**src/rtl/pipe_pkg.sv**
```systemverilog
`default_nettype none
// ============================================================================
//  Module      : pipe_pkg
//  Description : Shared defaults and helpers for the pipelined shift register.
//                PIPE_WIDTH  - default bits per stage word
//                PIPE_DEPTH  - default number of stages
//                PIPE_BUBBLE - default word written into emptied stages
//  Revision    : 1.0 - initial release
// ============================================================================
package pipe_pkg;

    localparam int          PIPE_WIDTH  = 32;
    localparam int          PIPE_DEPTH  = 4;
    localparam logic [31:0] PIPE_BUBBLE = 32'h0000_0013;

    // Per-edge action of a single stage register.
    typedef enum logic [1:0] {
        STAGE_RETAIN = 2'd0,
        STAGE_BUBBLE = 2'd1,
        STAGE_LOAD   = 2'd2
    } stage_op_e;

    // Population count over up to 8 valid flags (DEPTH never exceeds 8).
    function automatic logic [3:0] pipe_popcount(input logic [7:0] v);
        logic [3:0] cnt;
        cnt = 4'd0;
        for (int i = 0; i < 8; i++) begin
            cnt = cnt + 4'(v[i]);
        end
        return cnt;
    endfunction

endpackage : pipe_pkg
`default_nettype wire

```
**src/rtl/pipe_stage.sv**
```systemverilog
`default_nettype none
// ============================================================================
//  Module      : pipe_stage
//  Description : One pipeline stage register (data word + valid flag).
//                Priority: clear -> bubble, else hold -> retain,
//                else load -> capture d/d_valid, else retain.
//  Ports       : clk      - clock, rising edge
//                reset    - asynchronous active-low reset
//                hold     - keep current content
//                clear    - load BUBBLE with valid 0
//                load     - capture d / d_valid
//                d        - incoming word
//                d_valid  - incoming valid flag
//                q        - registered word
//                q_valid  - registered valid flag
//  Revision    : 1.0 - initial release
// ============================================================================
module pipe_stage
    import pipe_pkg::*;
#(
    parameter int               WIDTH  = PIPE_WIDTH,
    parameter logic [WIDTH-1:0] BUBBLE = WIDTH'(PIPE_BUBBLE)
) (
    input  logic             clk,
    input  logic             reset,
    input  logic             hold,
    input  logic             clear,
    input  logic             load,
    input  logic [WIDTH-1:0] d,
    input  logic             d_valid,
    output logic [WIDTH-1:0] q,
    output logic             q_valid
);

    stage_op_e        w_op;
    logic [WIDTH-1:0] r_data;
    logic             r_valid;

    always_comb begin
        w_op = STAGE_RETAIN;
        if (clear) begin
            w_op = STAGE_BUBBLE;
        end else if (!hold && load) begin
            w_op = STAGE_LOAD;
        end
    end

    always_ff @(posedge clk or negedge reset) begin
        if (!reset) begin
            r_data  <= BUBBLE;
            r_valid <= 1'b0;
        end else begin
            case (w_op)
                STAGE_BUBBLE: begin
                    r_data  <= BUBBLE;
                    r_valid <= 1'b0;
                end
                STAGE_LOAD: begin
                    r_data  <= d;
                    r_valid <= d_valid;
                end
                default: begin
                end
            endcase
        end
    end

    assign q       = r_data;
    assign q_valid = r_valid;

endmodule : pipe_stage
`default_nettype wire

```
**src/rtl/pipe_shift_reg.sv**
```systemverilog
`default_nettype none
// ============================================================================
//  Module      : pipe_shift_reg
//  Description : DEPTH-stage pipelined shift register with per-stage stall
//                and flush, bubble insertion behind stalled stages and a
//                combinational occupancy count.
//  Ports       : clk       - clock, rising edge
//                reset     - asynchronous active-low reset
//                advance   - global shift enable
//                in        - word entering stage 0
//                in_valid  - in carries a real word
//                stall     - bit k holds stage k (and all earlier stages)
//                flush     - bit k empties stage k
//                data_o    - stage k word at [k*WIDTH +: WIDTH]
//                valid_o   - stage k valid flag
//                in_ready  - stage 0 accepts in this cycle
//                occupancy - number of valid stages
//  Revision    : 1.0 - initial release
// ============================================================================
module pipe_shift_reg
    import pipe_pkg::*;
#(
    parameter int               WIDTH  = PIPE_WIDTH,
    parameter int               DEPTH  = PIPE_DEPTH,
    parameter logic [WIDTH-1:0] BUBBLE = WIDTH'(PIPE_BUBBLE)
) (
    input  logic                       clk,
    input  logic                       reset,
    input  logic                       advance,
    input  logic [WIDTH-1:0]           in,
    input  logic                       in_valid,
    input  logic [DEPTH-1:0]           stall,
    input  logic [DEPTH-1:0]           flush,
    output logic [DEPTH*WIDTH-1:0]     data_o,
    output logic [DEPTH-1:0]           valid_o,
    output logic                       in_ready,
    output logic [$clog2(DEPTH+1)-1:0] occupancy
);

    localparam int OCC_W = $clog2(DEPTH+1);

    logic [DEPTH-1:0] w_hold;
    logic [DEPTH-1:0] w_stage_hold;
    logic [DEPTH-1:0] w_clear;
    logic [DEPTH-1:0] w_load;

    // A stall at stage j backs up every stage k <= j, so hold[k] is the
    // OR of stall[k..DEPTH-1].
    always_comb begin
        w_hold = '0;
        for (int k = 0; k < DEPTH; k++) begin
            w_hold[k] = |(stall >> k);
        end
    end

    // Stage k moves only when advancing and nothing downstream is stalled.
    // When its upstream neighbour is stalled it receives a bubble instead
    // of a copy; flush overrides everything.
    always_comb begin
        w_stage_hold = '0;
        w_clear      = '0;
        w_load       = '0;
        for (int k = 0; k < DEPTH; k++) begin
            w_stage_hold[k] = ~advance | w_hold[k];
            w_load[k]       = advance & ~w_hold[k];
            w_clear[k]      = flush[k];
            if (k > 0) begin
                w_clear[k] = flush[k] | (w_load[k] & stall[k-1]);
            end
        end
    end

    for (genvar k = 0; k < DEPTH; k++) begin : g_stage
        logic [WIDTH-1:0] w_d;
        logic             w_d_valid;

        if (k == 0) begin : g_head
            assign w_d       = in;
            assign w_d_valid = in_valid;
        end else begin : g_body
            assign w_d       = data_o[(k-1)*WIDTH +: WIDTH];
            assign w_d_valid = valid_o[k-1];
        end

        pipe_stage #(
            .WIDTH  (WIDTH),
            .BUBBLE (BUBBLE)
        ) u_stage (
            .clk     (clk),
            .reset   (reset),
            .hold    (w_stage_hold[k]),
            .clear   (w_clear[k]),
            .load    (w_load[k]),
            .d       (w_d),
            .d_valid (w_d_valid),
            .q       (data_o[k*WIDTH +: WIDTH]),
            .q_valid (valid_o[k])
        );
    end

    assign in_ready  = advance & ~w_hold[0] & ~flush[0];
    assign occupancy = OCC_W'(pipe_popcount(8'(valid_o)));

endmodule : pipe_shift_reg
`default_nettype wire

```
**config.mk**
```make
export PLATFORM = sky130hd
export DESIGN_NAME = pipe_shift_reg
export DESIGN_NICKNAME = d
export VERILOG_FILES = /design/src/rtl/pipe_pkg.sv /design/src/rtl/pipe_stage.sv /design/src/rtl/pipe_shift_reg.sv
export SDC_FILE = /design/constraint.sdc
export NUM_CORES = 1
export LEC_CHECK = 0
export CORE_MARGIN = 10
export CORE_UTILIZATION = 45
export DETAILED_ROUTE_END_ITERATION = 10
export PLACE_DENSITY_LB_ADDON = 0.25
export SLEW_MARGIN = 40
export SYNTH_ARGS = -nofsm -noshare
export SYNTH_HDL_FRONTEND = slang
export SYNTH_SLANG_ARGS = --single-unit
```
**constraint.sdc**
```tcl
create_clock -name clk -period 2 [get_ports clk]
set_input_delay 0.4 -clock clk [delete_from_list [all_inputs] [get_ports clk]]
set_output_delay 0.4 -clock clk [all_outputs]
set_load 0.01 [all_outputs]
```
==> metrics.txt, run 1 <==
status finished, violations left; failing checks negative setup slack; YS warnings 0; design area 7800 sq um; vias 4,020; DR WL/cell around 21 um; area of the multi-input gates around 1500 sq um; area grow syn2layout 56.0%; worst hold path type input pin to async pin; Max VDD drop 0.640 mV; dpl hpwl 11,400 um; CTS sink cnt between 100 and 150; Crit-path slowest cell fa_1; syn nets between 400 and 500; Die Area 15,700 sq um; DR iter-0 viols between 200 and 250; crit path time final between 2 and 2.5 ns; Worst Path Arrival 2.00 ns; largest net degree at the start of global routing 47; Die Ht between 100 and 150 um; worst-margin pin slew 0.444 ns; relative slew slack 70.3%; top cell type's share of synthesized area 60.0%; Final Net Count between 600 and 700; # diodes 0; CP top delay family adder cells; initial antenna violation count 0; critical path startpoint category flip-flop; Reg clk slew, reported paths 0.06 ns; type of element capturing the critical path output port; clock buffer depth 2; H-tree lvl count 4; GRT Total Usage 19.4%; fin worst setup slack -0.396 ns; Synth cell types 28; Final period util 120%; Rows 38; total power 6.00 mW; max-cap viol count 0; syn avg cell area 12.9 sq um; gpl congestion 0.838; first-pass GRT wire length 24,700 um; final core occ 72.0%; post-place setup slack -0.833 ns; CTS buffer count 17; Post-route DRC 0; final setup fails 3; Req. time, crit path 1.60 ns; drt pass-1 iters 4; Mapped Area 5000 sq um; io pins 180; post-synthesis sequential area ratio 66.3%; #FFs+latches synth 132; slowest stage delay, CP 0.54 ns; initial core utilization 46.1%; Area after DPL 7170 sq um; clk_lat worst skew 0.49 ns; Setup TNS Final -0.949 ns; die width 125 um; Crit Path Class flip-flop to output port; Cell Chain, Critical Path inv_2 -> fa_1 -> inv_2 -> ha_4 -> ha_4 -> buf_6; # fillers 791; Final ANT Viol Nets 0; number of global-route vias before repair approximately 4,400; synth top area cells dfrtp_1 (60%), a22o_1 (16%), dfstp_2 (6.3%); Leak Pwr 3.39 nW; skew final a little over 0.01 ns; Non-Filler Instances 741; layout cells sized above 1 16.8%; CP bufs+invs 3; Max Freq approximately 0.42 GHz; final slew viol count 0; unrepaired setup endpoints after global routing true; FF/Latch Area between 3000 and 4000 sq um; hold slack 0.393 ns; input/output buffers 179; via/cell ratio 5.43; Cells after DPL 705; CTS tree built; DRT Wirelength ~16,000 um; global route overflow 0; crit-path max FO 2; PwrDens 769 nW/um^2; CTS Root Cell clkbuf_8; area leader, netlist dfrtp_1; Syn Inst Count 389; internal reg-to-reg setup slack roughly 0.9 ns; core area ~11,000 sq um; final hold violation count 0
==> Yosys cell counts, drive strengths merged <==
master / number
inv: 6
nand3: 30
or2: 1
a22o: 90
o21bai: 3
ha: 2
o22a: 6
clkbuf: 23
fa: 1
nand2b: 3
nand2: 30
or4b: 1
nor2b: 1
o32a: 3
nor4b: 1
a21oi: 31
a21o: 1
clkinv: 1
dfstp: 12
nor3b: 1
nor3: 4
buf: 12
dfrtp: 120
or3: 1
nor2: 5
==> layout make-up <==
cell class / instances / area share [%]
well taps: 140 / 2.25
multi-input cells: 215 / 19.7
repair buffers: 215 / 27.7
flip-flops and latches: 132 / 42.6
clock inverters: 13 / 1.92
clock buffers: 19 / 5.41
inverters: 7 / 0.401
==> logic make-up after synthesis <==
group / after synthesis / share of synthesized area, %
AND/OR/NAND/NOR: 78 / 7.53
flip-flops: 132 / 66.3
AO/OA/AOI/OAI: 134 / 21.1
adder cells (fa/ha/maj): 3 / 0.901
buffers and inverters: 42 / 4.10
==> state kept, by name, indices dropped and copies added (netlist names) <==
| signal | count |
|---|---|
| g_stage.u_stage.q | 128 |
| g_stage.u_stage.q_valid | 4 |
==> layer usage <==
metal | routed length, um | up-vias | GRT usage [%] | share of wire [%]
li1 | - | 1844 | - | -
met1 | 6470 | 2033 | 23.3 | 42
met2 | 7920 | 127 | 32.3 | 51
met3 | 906 | 16 | 6.04 | 5.8
met4 | 234 | 0 | 6.44 | 1.5
met5 | 0 | - | 0 | 0
==> final timing paths <==
check	from	cells past startpoint	to
setup / recovery	g_stage[0].u_stage.q_valid$_DFFE_PN0P_	6	occupancy[1]
hold / removal	reset	2	g_stage[3].u_stage.q[31]$_DFFE_PN0P_
setup reg to reg	g_stage[0].u_stage.q_valid$_DFFE_PN0P_	4	g_stage[0].u_stage.q_valid$_DFFE_PN0P_
hold reg to reg	g_stage[3].u_stage.q[27]$_DFFE_PN0P_	1	g_stage[3].u_stage.q[27]$_DFFE_PN0P_
max in group asynchronous	reset	3	g_stage[3].u_stage.q[4]$_DFFE_PN1P_
min in group clk	g_stage[3].u_stage.q[27]$_DFFE_PN0P_	1	g_stage[3].u_stage.q[27]$_DFFE_PN0P_
==> power breakdown <==
part	switching [mW]	internal (mW)
registers	0.00793	2.68
clock network	1.17	1.80
logic	0.184	0.159
total	1.36	4.64
==> what timing repair did <==
action / 4_1_cts / 5_1_grt
hold buffers: 1 / 0
gates resized for setup: 55 / 4
endpoints found under the setup margin: 15 / 7
pin swaps: 4 / 1
setup buffers: 1 / 1
endpoints found under the hold margin: 41 / 0
==> cells in the final DEF (no fill, tap or decap), types with 2 or more instances in the layout <==
master,instances
buf_6,7
clkbuf_1,2
nor2_2,2
a22o_1,90
clkinvlp_4,2
inv_1,4
nand3_1,30
inv_6,4
dfstp_2,12
bufinv_16,2
a21oi_1,30
clkinv_4,5
dlygate4sd2_1,10
buf_2,2
o21bai_1,3
dlymetal6s2s_1,2
clkdlybuf4s50_1,157
nand2b_1,3
clkbuf_16,16
ha_4,2
buf_4,26
nand2_1,30
o32a_1,3
o22a_1,6
inv_2,2
buf_12,8
nor2_1,3
nor3_1,3
dfrtp_1,119
(Power assumes the default switching activity.)
==> run 2: changes to the inputs <==
--- a/config.mk
+++ b/config.mk
@@ -6,8 +6,10 @@
 export NUM_CORES = 1
 export LEC_CHECK = 0
 export CORE_MARGIN = 10
-export CORE_UTILIZATION = 45
+export CORE_UTILIZATION = 60
 export DETAILED_ROUTE_END_ITERATION = 10
+export DONT_BUFFER_PORTS = 1
+export GPL_TIMING_DRIVEN = 0
 export PLACE_DENSITY_LB_ADDON = 0.25
 export SLEW_MARGIN = 40
 export SYNTH_ARGS = -nofsm -noshare
==> run 2 against run 1 <==
Against the previous run: the flow finishes with violations (negative hold slack, negative setup slack); hold slack worse by 0.81 ns; critical path depth down 1; non-clock buffer count down 176; clock-buffer cell count down 2; worst setup slack better by 0.039 ns; final cell count down 28%; sequential share of layout area up 15 points; global-route usage up 2.5 points; clock power up 3%; largest cell class unchanged; via count down 16%; first-iteration DRC count down 15%; largest power group unchanged; power down 1.9%.
==> metrics.txt, run 2 (synthesis gave the netlist of run 1 again) <==
Worst R2R Start g_stage[0].u_stage.q[7]$_DFFE_PN0P_; Reg clk slew, reported paths 0.06 ns; max-cap viol count 0; DR iter-0 viols 208; number of global-route vias before repair approximately 3,400; core area between 8000 and 9000 sq um; clock network power share 52.1%; relative slew slack 59.1%; CTS buffer count 17; Max VDD drop 0.604 mV; area grow syn2layout 15.8%; Leak Pwr 2.65 nW; Final ANT Viol Nets 0; critical path startpoint category flip-flop; hold slack -0.417 ns; vias 3,392; Reg-to-Reg End g_stage[1].u_stage.q[7]$_DFFE_PN0P_; Crit Path Class flip-flop to output port; io pins between 150 and 200; Final period util 118%; clock buffer depth 2; Post-route DRC 0; sw power 1.27 mW; global route overflow 0; DR WL/cell 25.9 um; CTS Root Cell clkbuf_8; Crit-path slowest cell fa_1; worst hold path type input pin to async pin; Cell Chain, Critical Path inv_2 -> fa_1 -> inv_2 -> ha_4 -> ha_4; Area after DPL 5130 sq um; most frequent cells in the layout dfrtp_1 (120), a22o_1 (90), a21oi_1 (31); drt pass-1 iters 4; type of element capturing the critical path output port; input/output buffers 0; dpl hpwl 10,000 um; final setup fails 3; crit-path max FO 2; PwrDens 1020 nW/um^2; layout cells sized above 1 15.8%; Req. time, crit path ~1.6 ns; unrepaired setup endpoints after global routing true; sw frac between 20 and 25%; die width about 110 um; failing checks negative hold slack, negative setup slack; CTS tree built; CTS sink cnt around 130; initial core utilization 61.2%; max reg flops 128; Worst R2R Path Depth 2; GRT Total Usage 21.8%; internal reg-to-reg setup slack 1.10 ns; CP bufs+invs 2; internal cell power 4.62 mW; first-pass GRT wire length 21,300 um; Die Ht approximately 110 um; clk_lat worst skew 0.51 ns; skew final slightly above 0.006 ns; DRT Wirelength 13,800 um; # diodes 0; Worst Path Arrival about 2.0 ns; design area 5790 sq um; Final Net Count ~460; sequential power share 45.8%; via/cell ratio 6.40; crit path time final 2.36 ns; largest net degree at the start of global routing 133; initial antenna violation count 0; gpl congestion between 0.7 and 0.8; most common cell after layout, fill and taps aside dfrtp_1; final hold violation count 132; final slew viol count 0; hold buffers post-CTS 1; CP top delay family adder cells; Rows 33; Die Area ~12,000 sq um; final core occ 70.8%; H-tree lvl count 4; slowest stage delay, CP 0.54 ns; fin worst setup slack -0.357 ns; worst-margin pin slew 0.613 ns; status finished, violations left; combinational share of power 2.1%; Max Freq 0.424 GHz
==> run 2: cell types whose count changed in the layout (fill, tap and decap cells not counted), sizes merged <==
cell / before / now
clkbuf: 19 / 40
dlymetal6s2s: 2 / 0
clkdlybuf4s50: 157 / 0
clkinvlp: 2 / 5
buf: 44 / 15
dlygate4sd2: 10 / 0
clkinv: 6 / 4
bufinv: 2 / 3
clkdlybuf4s15: 1 / 0
==> run 2: how the worst max path moves through the flow <==
stage / from / end / cells past startpoint
2_1_floorplan: stall[3] / in_ready / 4
3_3_place_gp: stall[3] / g_stage[0].u_stage.q_valid$_DFFE_PN0P_ / 4
3_5_place_dp: stall[3] / g_stage[0].u_stage.q[6]$_DFFE_PN0P_ / 4
4_1_cts: g_stage[3].u_stage.q_valid$_DFFE_PN0P_ / occupancy[1] / 5
5_1_grt: g_stage[0].u_stage.q_valid$_DFFE_PN0P_ / occupancy[1] / 5
6_report: g_stage[0].u_stage.q_valid$_DFFE_PN0P_ / occupancy[1] / 5
==> run 2: power groups by stage <==
stage               Sequential (mW)  Combinational [mW]  Clock, mW
global route                   2.70               0.138       3.23
detailed placement             2.74               0.120          0
CTS                            2.70               0.124       3.10
global placement               2.74               0.117          0
finish                         2.70               0.125       3.06
floorplan                      2.74              0.0869          0
==> run 2: final cells by class <==
class                   instances  area (sq um)
clock inverters                15           178
flip-flops and latches        132          3320
plain buffers                  35           174
fillers                       562          2380
clock buffers                  17           414
multi-input cells             215          1510
well taps                     105           131
repair buffers                  4          32.5
inverters                       7          31.3
==> run 2: repair_timing <==
action / in CTS / in global routing
hold endpoints to repair: 135 / 132
pin swaps: 3 / 1
gates resized for setup: 6 / 0
setup endpoints to repair: 3 / 3
buffers inserted: 3 / 0
==> run 2: stage by stage <==
stage	TNS [ns]	setup slack [ns]	instances	total power [mW]
after CTS	-0.821	-0.359	530	5.92
after global placement	-1.40	-0.119	494	2.86
after detailed placement	-3.76	-0.184	494	2.86
final	-0.820	-0.357	530	5.89
after floorplan	0	0.110	389	2.83
after global routing	-0.997	-0.419	530	6.06
==> run 2: routing by layer <==
metal | vias to the layer above | track usage (%) | part of all wire, % | wire [um]
met4 | 0 | 7.20 | 1.7 | 229
met1 | 1713 | 24.4 | 37 | 5040
met5 | - | 0 | 0 | 0
met2 | 170 | 35.0 | 48 | 6650
li1 | 1487 | - | - | -
met3 | 22 | 11.6 | 13 | 1840
